<file path="src/rtl/key_pkg.sv">
// Shared types and constants for the key debouncer: per-key FSM state
// encoding, event type bits and the event-code width helper.
package key_pkg;

    typedef enum logic [1:0] {
        UP     = 2'd0,
        UP_CHK = 2'd1,
        DOWN   = 2'd2,
        DN_CHK = 2'd3
    } key_state_t;

    localparam logic EVT_PRESS   = 1'b1;
    localparam logic EVT_RELEASE = 1'b0;

    localparam int unsigned STAB_W = 4;

    // Event code is {press/release flag, key index}.
    function automatic int unsigned evt_code_width(input int unsigned num_keys);
        return 1 + $clog2(num_keys);
    endfunction

endpackage

</file>
<file path="src/rtl/key_debounce_cell.sv">
// One debounced key: two-flop synchroniser, UP/UP_CHK/DOWN/DN_CHK FSM that
// advances on sample ticks, registered level and one-cycle press/release strobes.
module key_debounce_cell
    import key_pkg::*;
#(
    parameter int unsigned STABLE_CNT = 4
)
(
    input  logic clk,
    input  logic rst,
    input  logic i_key_n,
    input  logic i_sample_tick,
    output logic o_key_down,
    output logic o_key_press,
    output logic o_key_release,
    output logic o_fire_press,
    output logic o_fire_release
);

    localparam logic [STAB_W-1:0] STAB_TGT = STAB_W'(STABLE_CNT);

    logic [1:0]        r_sync;
    logic              w_key_s;
    key_state_t        r_state;
    key_state_t        w_state_nxt;
    logic [STAB_W-1:0] r_stab;
    logic [STAB_W-1:0] w_stab_nxt;
    logic [STAB_W-1:0] w_stab_inc;
    logic              w_press;
    logic              w_release;
    logic              r_key_down;
    logic              r_key_press;
    logic              r_key_release;

    // NOTE: sequential state uses <= so every flop samples pre-edge values;
    // a blocking = here would let r_sync[1] see the new r_sync[0] in one cycle.
    always_ff @(posedge clk) begin
        if (rst) begin
            r_sync <= 2'b11;
        end else begin
            r_sync <= {r_sync[0], i_key_n};
        end
    end

    assign w_key_s    = ~r_sync[1];
    assign w_stab_inc = r_stab + STAB_W'(1);

    // NOTE: every output of this block gets a default first, otherwise the
    // paths that leave it unassigned would infer latches.
    always_comb begin
        w_state_nxt = r_state;
        w_stab_nxt  = r_stab;
        w_press     = 1'b0;
        w_release   = 1'b0;
        if (i_sample_tick) begin
            case (r_state)
                UP: begin
                    if (w_key_s) begin
                        if (STABLE_CNT == 1) begin
                            w_state_nxt = DOWN;
                            w_stab_nxt  = '0;
                            w_press     = 1'b1;
                        end else begin
                            w_state_nxt = UP_CHK;
                            w_stab_nxt  = STAB_W'(1);
                        end
                    end
                end
                UP_CHK: begin
                    if (!w_key_s) begin
                        w_state_nxt = UP;
                        w_stab_nxt  = '0;
                    end else if (w_stab_inc == STAB_TGT) begin
                        w_state_nxt = DOWN;
                        w_stab_nxt  = '0;
                        w_press     = 1'b1;
                    end else begin
                        w_stab_nxt  = w_stab_inc;
                    end
                end
                DOWN: begin
                    if (!w_key_s) begin
                        if (STABLE_CNT == 1) begin
                            w_state_nxt = UP;
                            w_stab_nxt  = '0;
                            w_release   = 1'b1;
                        end else begin
                            w_state_nxt = DN_CHK;
                            w_stab_nxt  = STAB_W'(1);
                        end
                    end
                end
                DN_CHK: begin
                    if (w_key_s) begin
                        w_state_nxt = DOWN;
                        w_stab_nxt  = '0;
                    end else if (w_stab_inc == STAB_TGT) begin
                        w_state_nxt = UP;
                        w_stab_nxt  = '0;
                        w_release   = 1'b1;
                    end else begin
                        w_stab_nxt  = w_stab_inc;
                    end
                end
                default: begin
                    w_state_nxt = UP;
                    w_stab_nxt  = '0;
                end
            endcase
        end
    end

    // Level and strobes are registered off the next state so they move on the same edge.
    always_ff @(posedge clk) begin
        if (rst) begin
            r_state       <= UP;
            r_stab        <= '0;
            r_key_down    <= 1'b0;
            r_key_press   <= 1'b0;
            r_key_release <= 1'b0;
        end else begin
            r_state       <= w_state_nxt;
            r_stab        <= w_stab_nxt;
            r_key_down    <= (w_state_nxt == DOWN) || (w_state_nxt == DN_CHK);
            r_key_press   <= w_press;
            r_key_release <= w_release;
        end
    end

    assign o_key_down     = r_key_down;
    assign o_key_press    = r_key_press;
    assign o_key_release  = r_key_release;
    assign o_fire_press   = w_press;
    assign o_fire_release = w_release;

endmodule

</file>
<file path="src/rtl/key_debouncer.sv">
// Debounces NUM_KEYS active-low keys and queues press/release events into a
// small FIFO drained over a valid/ready handshake.
module key_debouncer
    import key_pkg::*;
#(
    parameter  int unsigned NUM_KEYS   = 4,
    parameter  int unsigned SAMPLE_DIV = 50000,
    parameter  int unsigned STABLE_CNT = 4,
    parameter  int unsigned EVT_DEPTH  = 4,
    localparam int unsigned CODE_W     = evt_code_width(NUM_KEYS)
)
(
    input  logic                clk,
    input  logic                rst,
    input  logic [NUM_KEYS-1:0] key_n,
    output logic [NUM_KEYS-1:0] key_down,
    output logic [NUM_KEYS-1:0] key_press,
    output logic [NUM_KEYS-1:0] key_release,
    output logic                evt_valid,
    input  logic                evt_ready,
    output logic [CODE_W-1:0]   evt_code,
    output logic                evt_overflow
);

    localparam int unsigned IDX_W = CODE_W - 1;
    localparam int unsigned DIV_W = $clog2(SAMPLE_DIV);
    localparam int unsigned PTR_W = (EVT_DEPTH > 1) ? $clog2(EVT_DEPTH) : 1;
    localparam int unsigned CNT_W = $clog2(EVT_DEPTH + 1);

    logic [DIV_W-1:0]    r_div_cnt;
    logic                w_sample_tick;
    logic [NUM_KEYS-1:0] w_fire_press;
    logic [NUM_KEYS-1:0] w_fire_release;
    logic [NUM_KEYS-1:0] r_pend;
    logic [NUM_KEYS-1:0] r_pend_type;
    logic [NUM_KEYS-1:0] w_sel_mask;
    logic [IDX_W-1:0]    w_sel_idx;
    logic                w_sel_valid;
    logic [CODE_W-1:0]   w_push_code;
    logic                w_push;
    logic                w_pop;
    logic                w_drop;
    logic [CODE_W-1:0]   r_mem [EVT_DEPTH];
    logic [PTR_W-1:0]    r_wptr;
    logic [PTR_W-1:0]    r_rptr;
    logic [CNT_W-1:0]    r_count;
    logic                r_overflow;

    function automatic logic [PTR_W-1:0] ptr_inc(input logic [PTR_W-1:0] p);
        return (p == PTR_W'(EVT_DEPTH - 1)) ? '0 : p + PTR_W'(1);
    endfunction

    assign w_sample_tick = (r_div_cnt == DIV_W'(SAMPLE_DIV - 1));

    always_ff @(posedge clk) begin
        if (rst) begin
            r_div_cnt <= '0;
        end else if (w_sample_tick) begin
            r_div_cnt <= '0;
        end else begin
            r_div_cnt <= r_div_cnt + DIV_W'(1);
        end
    end

    for (genvar gi = 0; gi < NUM_KEYS; gi++) begin : g_cell
        key_debounce_cell #(
            .STABLE_CNT (STABLE_CNT)
        ) u_cell (
            .clk            (clk),
            .rst            (rst),
            .i_key_n        (key_n[gi]),
            .i_sample_tick  (w_sample_tick),
            .o_key_down     (key_down[gi]),
            .o_key_press    (key_press[gi]),
            .o_key_release  (key_release[gi]),
            .o_fire_press   (w_fire_press[gi]),
            .o_fire_release (w_fire_release[gi])
        );
    end

    // Lowest-index pending key wins; one event leaves the pending set per cycle.
    always_comb begin
        w_sel_valid = 1'b0;
        w_sel_idx   = '0;
        w_sel_mask  = '0;
        for (int i = 0; i < NUM_KEYS; i++) begin
            if (r_pend[i] && !w_sel_valid) begin
                w_sel_valid   = 1'b1;
                w_sel_idx     = IDX_W'(i);
                w_sel_mask[i] = 1'b1;
            end
        end
    end

    assign w_push_code = {r_pend_type[w_sel_idx], w_sel_idx};
    assign w_pop       = evt_valid & evt_ready;
    assign w_push      = w_sel_valid && ((r_count < CNT_W'(EVT_DEPTH)) || w_pop);
    assign w_drop      = w_sel_valid && !w_push;

    // A selected event leaves pend whether it was queued or dropped.
    always_ff @(posedge clk) begin
        if (rst) begin
            r_pend      <= '0;
            r_pend_type <= '0;
        end else begin
            r_pend <= (r_pend & ~w_sel_mask) | w_fire_press | w_fire_release;
            for (int i = 0; i < NUM_KEYS; i++) begin
                if (w_fire_press[i]) begin
                    r_pend_type[i] <= EVT_PRESS;
                end else if (w_fire_release[i]) begin
                    r_pend_type[i] <= EVT_RELEASE;
                end
            end
        end
    end

    // NOTE: the storage array is deliberately not reset; the pointers and
    // count define which entries are meaningful, and evt_code is masked when empty.
    always_ff @(posedge clk) begin
        if (w_push) begin
            r_mem[r_wptr] <= w_push_code;
        end
    end

    always_ff @(posedge clk) begin
        if (rst) begin
            r_wptr     <= '0;
            r_rptr     <= '0;
            r_count    <= '0;
            r_overflow <= 1'b0;
        end else begin
            if (w_push) begin
                r_wptr <= ptr_inc(r_wptr);
            end
            if (w_pop) begin
                r_rptr <= ptr_inc(r_rptr);
            end
            case ({w_push, w_pop})
                2'b10:   r_count <= r_count + CNT_W'(1);
                2'b01:   r_count <= r_count - CNT_W'(1);
                default: r_count <= r_count;
            endcase
            if (w_drop) begin
                r_overflow <= 1'b1;
            end
        end
    end

    assign evt_valid    = (r_count != '0);
    assign evt_code     = evt_valid ? r_mem[r_rptr] : '0;
    assign evt_overflow = r_overflow;

endmodule

</file>
<file path="config.mk">
export PLATFORM = sky130hd
export DESIGN_NAME = key_debouncer
export DESIGN_NICKNAME = d
export VERILOG_FILES = /design/src/rtl/key_pkg.sv /design/src/rtl/key_debounce_cell.sv /design/src/rtl/key_debouncer.sv
export SDC_FILE = /design/constraint.sdc
export NUM_CORES = 1
export LEC_CHECK = 0
export BUFFER_PORTS_ARGS = -buffer_cell sky130_fd_sc_hd__buf_2
export CAP_MARGIN = 10
export CORE_ASPECT_RATIO = 0.9
export CORE_UTILIZATION = 37
export CTS_BUF_LIST = sky130_fd_sc_hd__clkbuf_16
export CTS_CLUSTER_SIZE = 40
export DETAILED_ROUTE_END_ITERATION = 12
export RECOVER_POWER = 50
export SLEW_MARGIN = 10
export SYNTH_ARGS = -nofsm -noshare
export SYNTH_HDL_FRONTEND = slang
export SYNTH_SLANG_ARGS = --single-unit
</file>
<file path="constraint.sdc">
create_clock -name clk -period 3.9 [get_ports clk]
set_input_delay 0.195 -clock clk [delete_from_list [all_inputs] [get_ports clk]]
set_output_delay 0.195 -clock clk [all_outputs]
set_load 0.02 [all_outputs]
</file>
==> After elaboration in Yosys (flattened, before gate mapping) <==
Memories as Yosys holds them, arrays and structs flattened. A register that Yosys moved wholly into a read port is not among the register bits.
Cells that the tools add are included.
{ "classes": {"addsub": 9, "n_mux": 112, "bitwise_logic": 5, "n_lt_le_gt_ge": 2, "n_eq_ne": 37, "n_reduce_logical": 29} }
{ "ops": {"columns": ["operator", "n"], "rows": [
  ["2-to-1 mux 4 bit", 20],
  ["2-to-1 mux 2 bit", 34],
  ["case mux 4 bit (4 select lines)", 4],
  ["2-to-1 mux 1 bit", 47],
  ["equality test 2 bit (second input constant)", 19],
  ["case mux 2 bit (4 select lines)", 4],
  ["adder 16 x 1 -> 16 bit (second input constant)", 1],
  ["adder 4 x 1 -> 4 bit (second input constant)", 4],
  ["equality test 16 bit (second input constant)", 1],
  ["equality test 4 x 3 -> 1 bit (second input constant)", 4],
  ["AND reduction 3 bit", 4],
  ["equality test 2 x 1 -> 1 bit (second input constant)", 5],
  ["nonzero test 2 bit", 5],
  ["logical NOT 2 bit", 4],
  ["!= test 2 x 1 -> 1 bit (second input constant)", 4],
  ["!= test 2 bit (second input constant)", 4],
  ["OR 4 bit", 2],
  ["case mux 3 bit (2 select lines)", 1],
  ["logical AND 1 bit", 5],
  ["logical OR 1 bit", 5],
  ["adder 2 x 1 -> 2 bit (second input constant)", 2],
  ["bitwise AND 4 bit", 1],
  ["logical NOT 1 bit", 4],
  ["NOT 4 bit", 1],
  ["other kinds (9)", 9]
]} }
{ "totals": {"memories": 1, "ram_bits": 12, "elab_cells": 229, "output_inout_bits": 17, "reg_bits": 76} }
{ "memory_table": {"columns": ["name", "depth", "word_bits", "read_ports", "rd_clocked_by_memory_dff", "wr", "line_no", "text"], "rows": [
  ["r_mem", 4, 3, 1, 1, 1, "key_debouncer.sv:43", "logic [CODE_W-1:0] r_mem [EVT_DEPTH];"]
]} }

==> Logic depth before layout (Yosys ltp) <==
{ "depth": {"word_depth": 14, "ltp_mapped": 10} }

==> Modules after synthesis <==
From an unflattened synthesis, not the netlist that was laid out.
{ "hier_totals": {"hier_cells": 441, "area_unflattened_um2": 4262.8} }
{ "modules_own_cells": {"columns": ["mod", "area_each_um2", "n_inst", "seq_area_each_um2", "cells_per_inst"], "rows": [
  ["key_debounce_cell", 569.3, 4, 220.2, 62],
  ["key_debouncer", 1985.7, 1, 1041.0, 193]
]} }

==> Worst setup path after synthesis <==
Ideal clock, no wire load.
{ "synth_path": {"kind": "register -> register", "start": "reg r_pend[0]", "end": "reg r_count[2]", "t_required_ns": 3.830, "n_path_buf": 0, "t_arrival_ns": 2.148, "setup_ns": 0.070, "synth_period_minus_slack_ns": 2.218, "path_stages_with_launch": 10, "slack_ns": 1.682, "path_cell_list": "dfxtp_1 > nor4_1 > nor2_1 > inv_1 > ha_1 > inv_1 > fa_1 > xor2_1 > or3_1 > a21oi_1"} }
{ "synth_between": {"elab_chain_len": 13, "word_cells_on_any_way": 15, "cone_classes": "2 x eq/ne; 5 x mux; 8 x reduce/logical"} }
{ "synth_lines": {"columns": ["item", "line_no", "text"], "rows": [
  ["from (decl)", "key_debouncer.sv:34", "logic [NUM_KEYS-1:0] r_pend;"],
  ["from (signal assigned)", "key_debouncer.sv:106", "r_pend <= (r_pend & ~w_sel_mask) | w_fire_press | w_fire_release;"],
  ["2-to-1 mux 1 bit (*)", "key_debouncer.sv:87", "if (r_pend[i] && !w_sel_valid) begin"],
  ["logical NOT 1 bit", "key_debouncer.sv:87", null],
  ["logical AND 1 bit", "key_debouncer.sv:87", null],
  ["2-to-1 mux 1 bit (*)", "key_debouncer.sv:87", null],
  ["logical NOT 1 bit", "key_debouncer.sv:87", null],
  ["logical AND 1 bit", "key_debouncer.sv:87", null],
  ["2-to-1 mux 1 bit (*)", "key_debouncer.sv:87", null],
  ["logical NOT 1 bit", "key_debouncer.sv:87", null],
  ["logical AND 1 bit", "key_debouncer.sv:87", null],
  ["2-to-1 mux 1 bit (*)", "key_debouncer.sv:87", null],
  ["logical AND 1 bit (*)", "key_debouncer.sv:97", "assign w_push = w_sel_valid && ((r_count < CNT_W'(EVT_DEPTH)) || w_pop);"],
  ["equality test 2 x 1 -> 1 bit or equality test 2 bit (tied branches)", "key_debouncer.sv:138", "case ({w_push, w_pop})"],
  ["case mux 3 bit (2 select lines) or nonzero test 2 bit (tied branches)", null, null],
  ["to (signal assigned)", "key_debouncer.sv:139", "2'b10: r_count <= r_count + CNT_W'(1);"],
  ["to (signal assigned)", "key_debouncer.sv:140", "2'b01: r_count <= r_count - CNT_W'(1);"],
  ["to (signal assigned)", "key_debouncer.sv:141", "default: r_count <= r_count;"],
  ["to (decl)", "key_debouncer.sv:46", "logic [CNT_W-1:0] r_count;"]
]} }
Every way passes the cells marked *; elsewhere a longest branch is shown, timed or not.
A chain may end at the register's enable or synchronous reset.

==> Final worst setup path <==
{ "layout_path": {"start": "reg r_div_cnt[0]", "end": "reg g_cell[0].u_cell.r_key_down"} }
{ "layout_between": {"elab_chain_len": 4, "word_cells_on_any_way": 5, "cone_classes": "3 x eq/ne; 1 x mux; 1 x reduce/logical"} }
{ "layout_lines": {"columns": ["item", "line_no", "text"], "rows": [
  ["from (decl)", "key_debouncer.sv:30", "logic [DIV_W-1:0] r_div_cnt;"],
  ["from (signal assigned)", "key_debouncer.sv:61", "r_div_cnt <= r_div_cnt + DIV_W'(1);"],
  ["equality test 16 bit (*)", "key_debouncer.sv:53", "assign w_sample_tick = (r_div_cnt == DIV_W'(SAMPLE_DIV - 1));"],
  ["2-to-1 mux 2 bit (*)", "key_debounce_cell.sv:55", "if (i_sample_tick) begin"],
  ["equality test 2 bit", "key_debounce_cell.sv:124", "r_key_down <= (w_state_nxt == DOWN) || (w_state_nxt == DN_CHK);"],
  ["logical OR 1 bit (*)", "key_debounce_cell.sv:124", null],
  ["to (signal assigned)", "key_debounce_cell.sv:124", null],
  ["to (decl)", "key_debounce_cell.sv:31", "logic r_key_down;"]
]} }
Marked as above.

==> reports/summary.txt <==
Status - completed
Gpl congestion - 0.791
Inst Count DP - 594
Max transition margin - 45.7%
Sequence of cells on the critical path - ha_1 -> and4_1 -> nand4_2 -> or4_4 -> a21oi_1
Final TNS setup - 0 ps
CTS Sinks - 90
Synth Register Bits - 90
Final ANT Viol Nets - 0
RSZ-0062 raised after global routing - no
Initial DRC Count - 181
Cell area after synthesis - 4310 sq um
Max VDD drop - 0.203 mV
Post-CTS Resized - 0
Vias in the first global route - 3,000
Post-layout min period - 2560 ps
Clock network power share - 43.5%
Register Area - 1920 sq um
Count of input and output buffers - 23
Post-DP Area - 4430 sq um
Cell-internal power - 1380 uW
Layout cells sized above 1 - 9.91%
DR WL/cell - 13.5 um
EDFF count, synth - 12
Cells after Synth - 449
Clk root buf - clkbuf_16
CORE AREA - 11,400 sq um
Die height - 104 um
Crit path max-delay family - simple AND/OR/NAND/NOR gates
Power Dens Cells - 378 nW/um^2
Psw - 381 uW
Critical-path maximum fanout - 32
Filler Cell Count - 1,149
Synth Warn # - 0
Worst hold-check path type - in2reg
Die width - 116 um
Worst path buffer plus inverter count - 0
F_max - 391 MHz
Final #Nets - 472
Clock Latency Late Sink - 340 ps
FP Rows - 37
Total number of vias - 3,181
Fin. max-slew vios - 0
Leakage Power - 0.00162 uW
Combinational power share - 2.3%
Initial antenna violation count - 0
Initial Util - 37.9%
Area Growth Syn to Fin - 8.09%
Clock skew - 6.69 ps
First-pass GRT wire length - 14.2 mm
CP startpoint kind - flip-flop
Grt ovf - 0
Worst setup path class - reg2reg
GRT Util Overall - 14.8%
Sequential fraction of the synthesis area - 44.5%
Top Ports - 24
Clock-pin slew on the worst setup and hold paths - 60 ps
Max-cap violations - 0
Number of vias per cell - 5.21
Synth area leader - dfxtp_1
Setup-failing EPs final - 0
CTS H-Tree Depth - 3
Syn avg cell area - 9.61 sq um
Post-Layout Cell Count - 610
Hold_buf cts - 0
Drt first pass iters - 4
Crit-path slowest cell - or4_4
Sequential share of power - 54.2%
Final hold violations - 0
Die footprint - 12,100 sq um
Worst Max-Slew Pin Slew - 812 ps
WL final - 8.26 mm
Critical Path RT - 4160 ps
TritonCTS Buffers - 9
DPL Wire Length - 5.51 mm
Top cells by area, synth - dfxtp_1 36%, edfxtp_1 8.4%, ha_1 4.4%
CTS max path bufs - 2
Worst Setup End Kind - flip-flop
Synth Net Count - 472
Sw Share - 21.6%
Finished Cell Area - 4660 sq um
Worst path max stage delay - 770 ps
Primary FF master, synth - dfxtp_1
CTS tree - done
Largest net degree at the start of global routing - 54
Final Cycle Share - 65.6%
DRC - 0
Async SR Flop Fraction - 0%
Count of cell types in the netlist - 60
Diodes inserted - 0
Multi-input logic area - 2130 sq um
CP arrival - 2820 ps
Post-CTS Setup Repair Bufs - 0
Share of the synthesized area in the top cell type - 36.2%
[metal layers]
layer  vias up  share of wire, %  track usage (%)
li1       1634                 -                -
met1      1487                50             20.0
met2        52                45             22.7
met3         8               3.3             3.44
met4         0              0.97             5.77
met5         -                 0                0
[sequential cells by signal, indices dropped and copies added (netlist names), named ones only]
| name | cells |
|---|---|
| g_cell.u_cell.o_key_press | 4 |
| g_cell.u_cell.r_state | 8 |
| evt_overflow | 1 |
| r_pend_type | 4 |
| g_cell.u_cell.r_stab | 16 |
| g_cell.u_cell.o_key_down | 4 |
| r_rptr | 2 |
| r_div_cnt | 16 |
| g_cell.u_cell.r_sync | 8 |
| g_cell.u_cell.o_key_release | 4 |
| r_count | 3 |
| r_wptr | 2 |
| r_mem | 12 |
| r_pend | 4 |
[layout make-up]
| cell class | count | share of cell area (%) |
|---|---|---|
| sequential | 90 | 41.2 |
| clock inverter | 7 | 0.698 |
| inverter | 14 | 1.13 |
| multi-input combinational | 309 | 45.6 |
| timing repair buffer | 25 | 2.33 |
| tap | 156 | 4.19 |
| clock buffer | 9 | 4.83 |
[synth_stat cells (all sizes together) (12+ instances only)]
cell type	number
a21oi	31
and2	17
buf	24
clkbuf	12
dfxtp	78
edfxtp	12
ha	15
inv	14
nand2	16
nand3	17
nand4	17
nor2	41
o21ai	18
xnor2	12
[per-stage QoR]
step / worst slack, ps / util, % / power [uW] / hold slack, ps
final: 1340 / 40.9 / 1760 / 39.8
after global routing: 1090 / 40.9 / 1840 / 35.2
after CTS: 1340 / 41.1 / 1790 / 32.5
after detailed placement: 1370 / 38.9 / 1020 / 387
after global placement: 1420 / 38.9 / 1020 / 385
after floorplan: 1680 / - / 1010 / 299
[power groups by stage]
stage	Combinational, uW	Sequential, uW	Clock [uW]
after floorplan	34.0	972	0
after global placement	40.1	977	0
after detailed placement	40.8	977	0
after CTS	41.4	956	789
after global routing	46.2	957	837
final	40.8	956	766
[layout by cell type, fill, tap and decap left out, types with 7 or more instances in the layout]
cell type,count
a21oi_1,31
and2_1,13
and3_1,8
and4_1,9
clkbuf_1,17
clkbuf_16,9
dfxtp_1,78
edfxtp_1,12
ha_1,15
inv_1,17
nand2_1,16
nand3_1,17
nand4_1,16
nor2_1,40
o211ai_1,7
o21ai_0,18
or2_2,8
xnor2_1,12
xor2_1,11
[cells by family (layout without fill, tap and decap cells)]
logic type / Yosys count / after routing / share of synthesized area, %
buf+inv: 50 / 55 / 6.15
compound gates: 94 / 94 / 14.4
mux: 6 / 6 / 2.61
fa+ha+maj: 16 / 16 / 4.81
flops: 90 / 90 / 44.5
xor+xnor: 23 / 23 / 4.67
simple gates: 170 / 170 / 22.9
[path summary, 6_finish.rpt]
path / slack (ps) / depth (start not counted) / start / endpoint
setup reg to reg: 1340 / 5 / r_div_cnt[0] / g_cell[0].u_cell.o_key_down
setup / recovery: 1340 / 5 / r_div_cnt[0] / g_cell[0].u_cell.o_key_down
hold reg to reg: 410 / 1 / g_cell[2].u_cell.r_sync[0] / g_cell[2].u_cell.r_sync[1]
hold / removal: 40 / 2 / key_n[1] / g_cell[1].u_cell.r_sync[0]
No activity file was read; power rests on OpenSTA's default activity.
